$ cat config.mk
export PLATFORM = sky130hd
export DESIGN_NAME = vx_dcache_port_arb
export DESIGN_NICKNAME = d
export VERILOG_FILES = /design/src/rtl/vx_gpu_pkg.sv /design/src/rtl/vx_rr_grant.sv /design/src/rtl/vx_dcache_port_arb.sv
export SDC_FILE = /design/constraint.sdc
export NUM_CORES = 1
export LEC_CHECK = 0
export BUFFER_PORTS_ARGS = -buffer_cell sky130_fd_sc_hd__buf_2
export CORE_AREA = 3 3 234 236
export CTS_CLUSTER_DIAMETER = 80
export DETAILED_ROUTE_END_ITERATION = 10
export DIE_AREA = 0 0 237 239
export GPL_TIMING_DRIVEN = 0
export PLACE_DENSITY = 0.49
export SLEW_MARGIN = 20
export SYNTH_ARGS = -nofsm -noshare
export SYNTH_HDL_FRONTEND = slang
export SYNTH_HIERARCHICAL = 1
export SYNTH_SLANG_ARGS = --single-unit
export TNS_END_PERCENT = 1
$ cat constraint.sdc
create_clock -name clk -period 5.7 [get_ports clk]
set_input_delay 0.285 -clock clk [delete_from_list [all_inputs] [get_ports clk]]
set_output_delay 0.285 -clock clk [all_outputs]
set_load 0.005 [all_outputs]
$ cat src/rtl/vx_gpu_pkg.sv
// Shared types and helpers for the dcache port arbiter: output-register state enum,
// select-field width helper and perf counter width.
package vx_gpu_pkg;

  typedef enum logic {
    ARB_EMPTY = 1'b0,
    ARB_FULL  = 1'b1
  } arb_state_e;

  localparam int PERF_CTR_BITS = 32;

  // Width of the requester-index field appended to tags; never zero so a single
  // requester still carries a 1-bit index.
  function automatic int sel_bits(input int n);
    return (n > 1) ? $clog2(n) : 1;
  endfunction

endpackage

$ cat src/rtl/vx_rr_grant.sv
// Round-robin grant: picks the first requesting index after the last granted one,
// wrapping to 0. The pointer only moves on a grant.
module vx_rr_grant #(
  parameter int N     = 4,
  parameter int IDX_W = 2
) (
  input  logic             clk,
  input  logic             reset,
  input  logic [N-1:0]     req,
  input  logic             enable,
  output logic [N-1:0]     grant,
  output logic [IDX_W-1:0] grant_idx,
  output logic             grant_valid
);

  logic [IDX_W-1:0] last_idx;
  logic [N-1:0]     upper_mask;
  logic [N-1:0]     req_upper;
  logic [N-1:0]     pick_from;

  // Requests above the last grant win; otherwise wrap around to the lowest one.
  always_comb begin
    upper_mask = '0;
    for (int i = 0; i < N; i++) upper_mask[i] = (IDX_W'(i) > last_idx);
  end

  assign req_upper   = req & upper_mask;
  assign pick_from   = (|req_upper) ? req_upper : req;
  assign grant_valid = enable && (|req);

  always_comb begin
    grant_idx = '0;
    for (int i = N - 1; i >= 0; i--) begin
      if (pick_from[i]) grant_idx = IDX_W'(i);
    end
  end

  always_comb begin
    grant = '0;
    for (int i = 0; i < N; i++) grant[i] = grant_valid && (grant_idx == IDX_W'(i));
  end

  always_ff @(posedge clk or posedge reset) begin
    if (reset) last_idx <= IDX_W'(N - 1);
    else if (grant_valid) last_idx <= grant_idx;
  end

endmodule

$ cat src/rtl/vx_dcache_port_arb.sv
// Funnels NUM_REQS requesters onto one dcache request port with round-robin grants and
// per-requester read limits, and routes responses back by tag index. DCACHE_PORT_ARB_PERF_EN adds a stall counter.
module vx_dcache_port_arb
  import vx_gpu_pkg::*;
#(
  parameter int NUM_REQS    = 4,
  parameter int ADDR_WIDTH  = 32,
  parameter int DATA_SIZE   = 4,
  parameter int TAG_WIDTH   = 8,
  parameter int MAX_PENDING = 8,
  localparam int SEL_BITS   = sel_bits(NUM_REQS),
  localparam int DW         = 8 * DATA_SIZE
) (
  input  logic                                     clk,
  input  logic                                     reset,
  // Every channel: a transfer happens on a rising edge where valid and ready are both 1;
  // valid never waits on ready, and a sender holds valid and payload until the transfer.
  input  logic [NUM_REQS-1:0]                      req_valid_in,
  output logic [NUM_REQS-1:0]                      req_ready_in,
  input  logic [NUM_REQS-1:0]                      req_rw_in,
  input  logic [NUM_REQS-1:0][ADDR_WIDTH-1:0]      req_addr_in,
  input  logic [NUM_REQS-1:0][DW-1:0]              req_data_in,
  input  logic [NUM_REQS-1:0][DATA_SIZE-1:0]       req_byteen_in,
  input  logic [NUM_REQS-1:0][TAG_WIDTH-1:0]       req_tag_in,
  output logic                                     req_valid_out,
  input  logic                                     req_ready_out,
  output logic                                     req_rw_out,
  output logic [ADDR_WIDTH-1:0]                    req_addr_out,
  output logic [DW-1:0]                            req_data_out,
  output logic [DATA_SIZE-1:0]                     req_byteen_out,
  output logic [TAG_WIDTH+SEL_BITS-1:0]            req_tag_out,
  input  logic                                     rsp_valid_in,
  output logic                                     rsp_ready_in,
  input  logic [DW-1:0]                            rsp_data_in,
  input  logic [TAG_WIDTH+SEL_BITS-1:0]            rsp_tag_in,
  output logic [NUM_REQS-1:0]                      rsp_valid_out,
  input  logic [NUM_REQS-1:0]                      rsp_ready_out,
  output logic [NUM_REQS-1:0][DW-1:0]              rsp_data_out,
  output logic [NUM_REQS-1:0][TAG_WIDTH-1:0]       rsp_tag_out,
  output arb_state_e                               state_dbg
`ifdef DCACHE_PORT_ARB_PERF_EN
  , output logic [PERF_CTR_BITS-1:0]               perf_stall_cycles
`endif
);

  localparam int CNT_W = $clog2(MAX_PENDING + 1);

  arb_state_e                      state, state_n;
  logic [NUM_REQS-1:0][CNT_W-1:0]  pend_cnt;
  logic [NUM_REQS-1:0]             eligible, grant, rsp_fire, read_grant;
  logic [SEL_BITS-1:0]             grant_idx, rsp_idx;
  logic                            grant_valid, can_grant;

  always_comb begin
    eligible = '0;
    for (int i = 0; i < NUM_REQS; i++)
      eligible[i] = req_valid_in[i] && (req_rw_in[i] || (pend_cnt[i] < CNT_W'(MAX_PENDING)));
  end

  // Refill in the same cycle the register drains, so back-to-back grants lose no cycle.
  assign can_grant = (state == ARB_EMPTY) || req_ready_out;

  vx_rr_grant #(.N(NUM_REQS), .IDX_W(SEL_BITS)) rr_grant (
    .clk         (clk),
    .reset       (reset),
    .req         (eligible),
    .enable      (can_grant && !reset),
    .grant       (grant),
    .grant_idx   (grant_idx),
    .grant_valid (grant_valid)
  );

  assign req_ready_in  = grant;
  assign req_valid_out = (state == ARB_FULL);
  assign state_dbg     = state;

  always_ff @(posedge clk or posedge reset) begin
    if (reset) state <= ARB_EMPTY;
    else       state <= state_n;
  end

  always_comb begin
    state_n = state;
    case (state)
      ARB_EMPTY: if (grant_valid) state_n = ARB_FULL;
      ARB_FULL:  if (req_ready_out && !grant_valid) state_n = ARB_EMPTY;
      default:   state_n = ARB_EMPTY;
    endcase
  end

  always_ff @(posedge clk or posedge reset) begin
    if (reset) begin
      req_rw_out     <= 1'b0;
      req_addr_out   <= '0;
      req_data_out   <= '0;
      req_byteen_out <= '0;
      req_tag_out    <= '0;
    end else if (grant_valid) begin
      req_rw_out     <= req_rw_in[grant_idx];
      req_addr_out   <= req_addr_in[grant_idx];
      req_data_out   <= req_data_in[grant_idx];
      req_byteen_out <= req_byteen_in[grant_idx];
      req_tag_out    <= {req_tag_in[grant_idx], grant_idx};
    end
  end

  // An index matching no requester leaves rsp_ready_in high so the response drains silently.
  assign rsp_idx = rsp_tag_in[SEL_BITS-1:0];

  always_comb begin
    rsp_valid_out = '0;
    rsp_ready_in  = 1'b1;
    for (int i = 0; i < NUM_REQS; i++) begin
      if (rsp_idx == SEL_BITS'(i)) begin
        rsp_valid_out[i] = rsp_valid_in;
        rsp_ready_in     = rsp_ready_out[i];
      end
    end
  end

  always_comb begin
    rsp_data_out = '0;
    rsp_tag_out  = '0;
    for (int i = 0; i < NUM_REQS; i++) begin
      rsp_data_out[i] = rsp_data_in;
      rsp_tag_out[i]  = rsp_tag_in[SEL_BITS +: TAG_WIDTH];
    end
  end

  assign rsp_fire   = rsp_valid_out & rsp_ready_out;
  assign read_grant = grant & ~req_rw_in;

  always_ff @(posedge clk or posedge reset) begin
    if (reset) begin
      pend_cnt <= '0;
    end else begin
      for (int i = 0; i < NUM_REQS; i++) begin
        if (read_grant[i] && !rsp_fire[i])      pend_cnt[i] <= pend_cnt[i] + CNT_W'(1);
        else if (rsp_fire[i] && !read_grant[i]) pend_cnt[i] <= pend_cnt[i] - CNT_W'(1);
      end
    end
  end

`ifdef DCACHE_PORT_ARB_PERF_EN
  always_ff @(posedge clk or posedge reset) begin
    if (reset) perf_stall_cycles <= '0;
    else if ((|req_valid_in) && !grant_valid) perf_stall_cycles <= perf_stall_cycles + 1'b1;
  end
`endif

endmodule

==> summary.md <==
| Metric | Value |
|---|---|
| Critical path fanouts, max | 10 |
| HP Class | in -> reg |
| Synth Area in XOR/XNOR | 0.00920 |
| Register area share after synthesis | 0.322 |
| # DRC | 0 |
| Syn. warnings | 6 |
| Die height | roughly 240 um |
| Launch point of the worst path | pend_cnt[15] |
| Status | finished, final reports clean |
| Pwr dens | ~380 nW/um2 |
| Area occupied by multi-input gates | 3720 um2 |
| # diodes | 0 |
| Max-slew violations | 0 |
| Switch Pwr | between 1500 and 2000 uW |
| Top_reg_cell synth | dfrtp_1 |
| Cells after Synth | approximately 590 |
| Filler Cell Count | 5714 |
| Rows | 84 |
| CTS Root Cell | clkbuf_16 |
| Main combinational cell family by area after synthesis | multiplexers |
| Sequential cell area | between 2000 and 2500 um2 |
| All-Layer GR Usage | 0.103 |
| RSZ-0062 raised after global routing | no |
| Switching portion of total power | 0.372 |
| CP arrival | 4280 ps |
| Worst skew pair latency | 380 ps |
| CTS sink count | 98 |
| Setup crit start kind | flip-flop |
| DP HPWL | around 26000 um |
| Global placer's final weighted congestion | roughly 0.86 |
| CTS clk-pin slew, worst paths | 80 ps |
| I/O Buffers | ~570 |
| Synth Area in Simple Gates | 0.0481 |
| Ys async rst share | 1.00 |
| Gate power share | 0.578 |
| Crit path cell chain | a21boi_0, nor2_1, a311oi_2, clkbuf_1, clkbuf_1, mux4_2, mux2_2 |
| Slew @ Worst Pin | 1100 ps |
| Post-synthesis area per instance | 12.8 um2 |
| First-pass GRT wire length | approximately 44000 um |
| Die width | between 200 and 250 um |
| Setup bufs post-CTS | 0 |
| WS Path Type | reg -> reg |
| Clock power share | 0.138 |
| Io pins | ~610 |
| Layout cell share with drive strength beyond 1 | 0.789 |
| Starting Density | 0.145 |
| CTS tree | yes |
| Adder-Cell Fraction of Synth Area | 0.0302 |
| DIE AREA | 56600 um2 |
| Routed vias/inst | about 3.7 |
| P&R area growth vs syn | 53.0% |
| Largest net degree at the start of global routing | 50 |
| H-tree levels | 3 |
| Mapped cell area | between 7000 and 8000 um2 |
| 1st-iter DRT viols | approximately 190 |
| Place WS | ~1500 ps |
| Initial antenna violation count | 10 |
| CTS buffer count | 9 |
| Post-cts repair resize count | 0 |
| Slew headroom | 0.265 |
| Post-Route WL | about 31000 um |
| Core ar. | between 50000 and 60000 um2 |
| DR vias | approximately 6900 |
| Peak VDD IR | 0.000147 V |
| Antenna-violating nets left | 0 |
| #FFs+latches synth | 98 |
| Reg power frac | 0.284 |
| Final period util | 0.705 |
| Post-synthesis mux area share | 0.367 |
| Compound-Gate Fraction of Synth Area | 0.0340 |
| Maximum clock rate | between 200 and 250 MHz |
| Synthesized Nets | between 900 and 1000 |
| Post-synth cell types | 38 |
| Post-synth EDFFs | 0 |
| Routed len/inst | roughly 17 um |
| Maximum clock path buffer count | 2 |
| Largest stage delay on the critical path | approximately 900 ps |
| Hold Vio Cnt, Final | 0 |
| Crit. End Element | flip-flop |
| Number of global-route vias before repair | 7267 |
| Critical path's slowest cell | clkbuf_1 |
| GRT Residual Overflow | 0 |
| Hold buffers post-CTS | 1 |
| Min Tclk post-route | 4020 ps |
| Reg2reg start | pend_cnt[15] |
| Worst Skew | between 9 and 10 ps |
| Total internal power | roughly 2800 uW |
| Leakage | roughly 0.0057 uW |
| Fin Setup TNS | 0 ps |
| CP most frequent cell | clkbuf_1 |
| Final Net Count | approximately 1600 |
| Final setup vio count | 0 |
| Total of max-cap violations | 0 |
| Hold Startpoint | req_ready_out |
| Drt pass-1 iters | 4 |
| Req. time, crit path | 5970 ps |
| Final WS setup | about 1700 ps |
==> state kept, by name, indices dropped and copies added, names as in the netlist <==
register and flops:
pend_cnt 16, req_addr_out 32, req_byteen_out 4, req_data_out 32, req_rw_out 1, req_tag_out 10
req_valid_out 1, rr_grant/last_idx 2
==> kinds of logic after synthesis <==
logic type,Yosys count
buffers and inverters,205
multiplexers,167
flip-flops,98
AND/OR/NAND/NOR,65
AO/OA/AOI/OAI,35
adder cells (fa/ha/maj),16
XOR/XNOR,8
==> cell type report <==
cell class,count,share of cell area
clock buffer,9,0.0193
sequential,98,0.211
buffer,192,0.120
multi-input combinational,291,0.319
inverter,13,0.00462
tap,688,0.0739
timing repair buffer,573,0.248
clock inverter,7,0.00451
==> routing by layer <==
metal	track usage	up-vias	routed length, um
met1	0.112	3352	11300
met3	0.0330	45	2450
li1	-	3211	-
met2	0.186	324	16300
met5	0	-	36
met4	0.0405	6	839
==> worst max-delay path, delay by kind of cell (launching register included) <==
| family | cells | cell delay [ps] |
|---|---|---|
| buf+inv | 2 | 1500 |
| compound gates | 2 | 1040 |
| mux | 2 | 760 |
| flops | 1 | 420 |
| simple gates | 1 | 160 |
==> final timing paths <==
check / to / slack (ps) / cells past startpoint
max in group asynchronous: req_addr_out[7] / 4520 / 4
worst min register to register: pend_cnt[2] / 500 / 2
worst min-delay path: req_valid_out / 200 / 3
worst max register to register: req_addr_out[21] / 1680 / 7
min in group asynchronous: req_data_out[2] / 550 / 3
worst max-delay path: req_addr_out[21] / 1680 / 7
==> through the flow <==
step | instance area [um2] | util | cells | total power, uW | hold WS [ps]
after floorplan | 7620 | - | 594 | 2920 | 197
after global placement | 11300 | 0.215 | 1853 | 3890 | 384
after detailed placement | 11400 | 0.216 | 1854 | 3920 | 419
after CTS | 11700 | 0.221 | 1871 | 4590 | 159
after global routing | 11700 | 0.221 | 1871 | 4820 | 198
final | 11700 | 0.221 | 1871 | 4460 | 202
==> placed cells by master, fill, tap and decap left out, types with 9 or more instances in the layout <==
cell type	n
dfrtp_1	96
a21oi_1	12
clkbuf_16	9
clkbuf_1	17
inv_1	11
nand2_1	13
nand3_1	11
mux2_4	11
buf_2	581
buf_4	161
mux4_2	78
mux2_2	73
ha_1	12
==> Yosys cell counts, drive strengths merged, types with 2 or more instances <==
cell,number,share of area
buf,175,0.17
dfrtp,96,0.32
mux2,84,0.13
mux4,78,0.23
clkbuf,17,0.0084
inv,13,0.0064
nand2,13,0.0064
a21oi,12,0.0079
ha,12,0.020
nand3,11,0.0072
nor2b,8,0.0066
xnor2,8,0.0092
nand3b,7,0.0069
o211ai,6,0.0066
o21ai,6,0.0039
mux2i,5,0.0066
nor3,5,0.0033
or3,5,0.0041
a2111o,4,0.0059
a21boi,4,0.0039
fa,4,0.011
nor2,4,0.0020
or4,4,0.0039
nor3b,3,0.0030
dfstp,2,0.0069
nand2b,2,0.0016
==> power by group through the flow <==
stage	sequential, uW	combinational [uW]	clock, uW
after global placement	1270	2620	0
after floorplan	1290	1630	0
after detailed placement	1280	2640	0
after CTS	1270	2650	666
final	1270	2580	616
after global routing	1320	2810	686
Power figures use the tool's default switching activity.
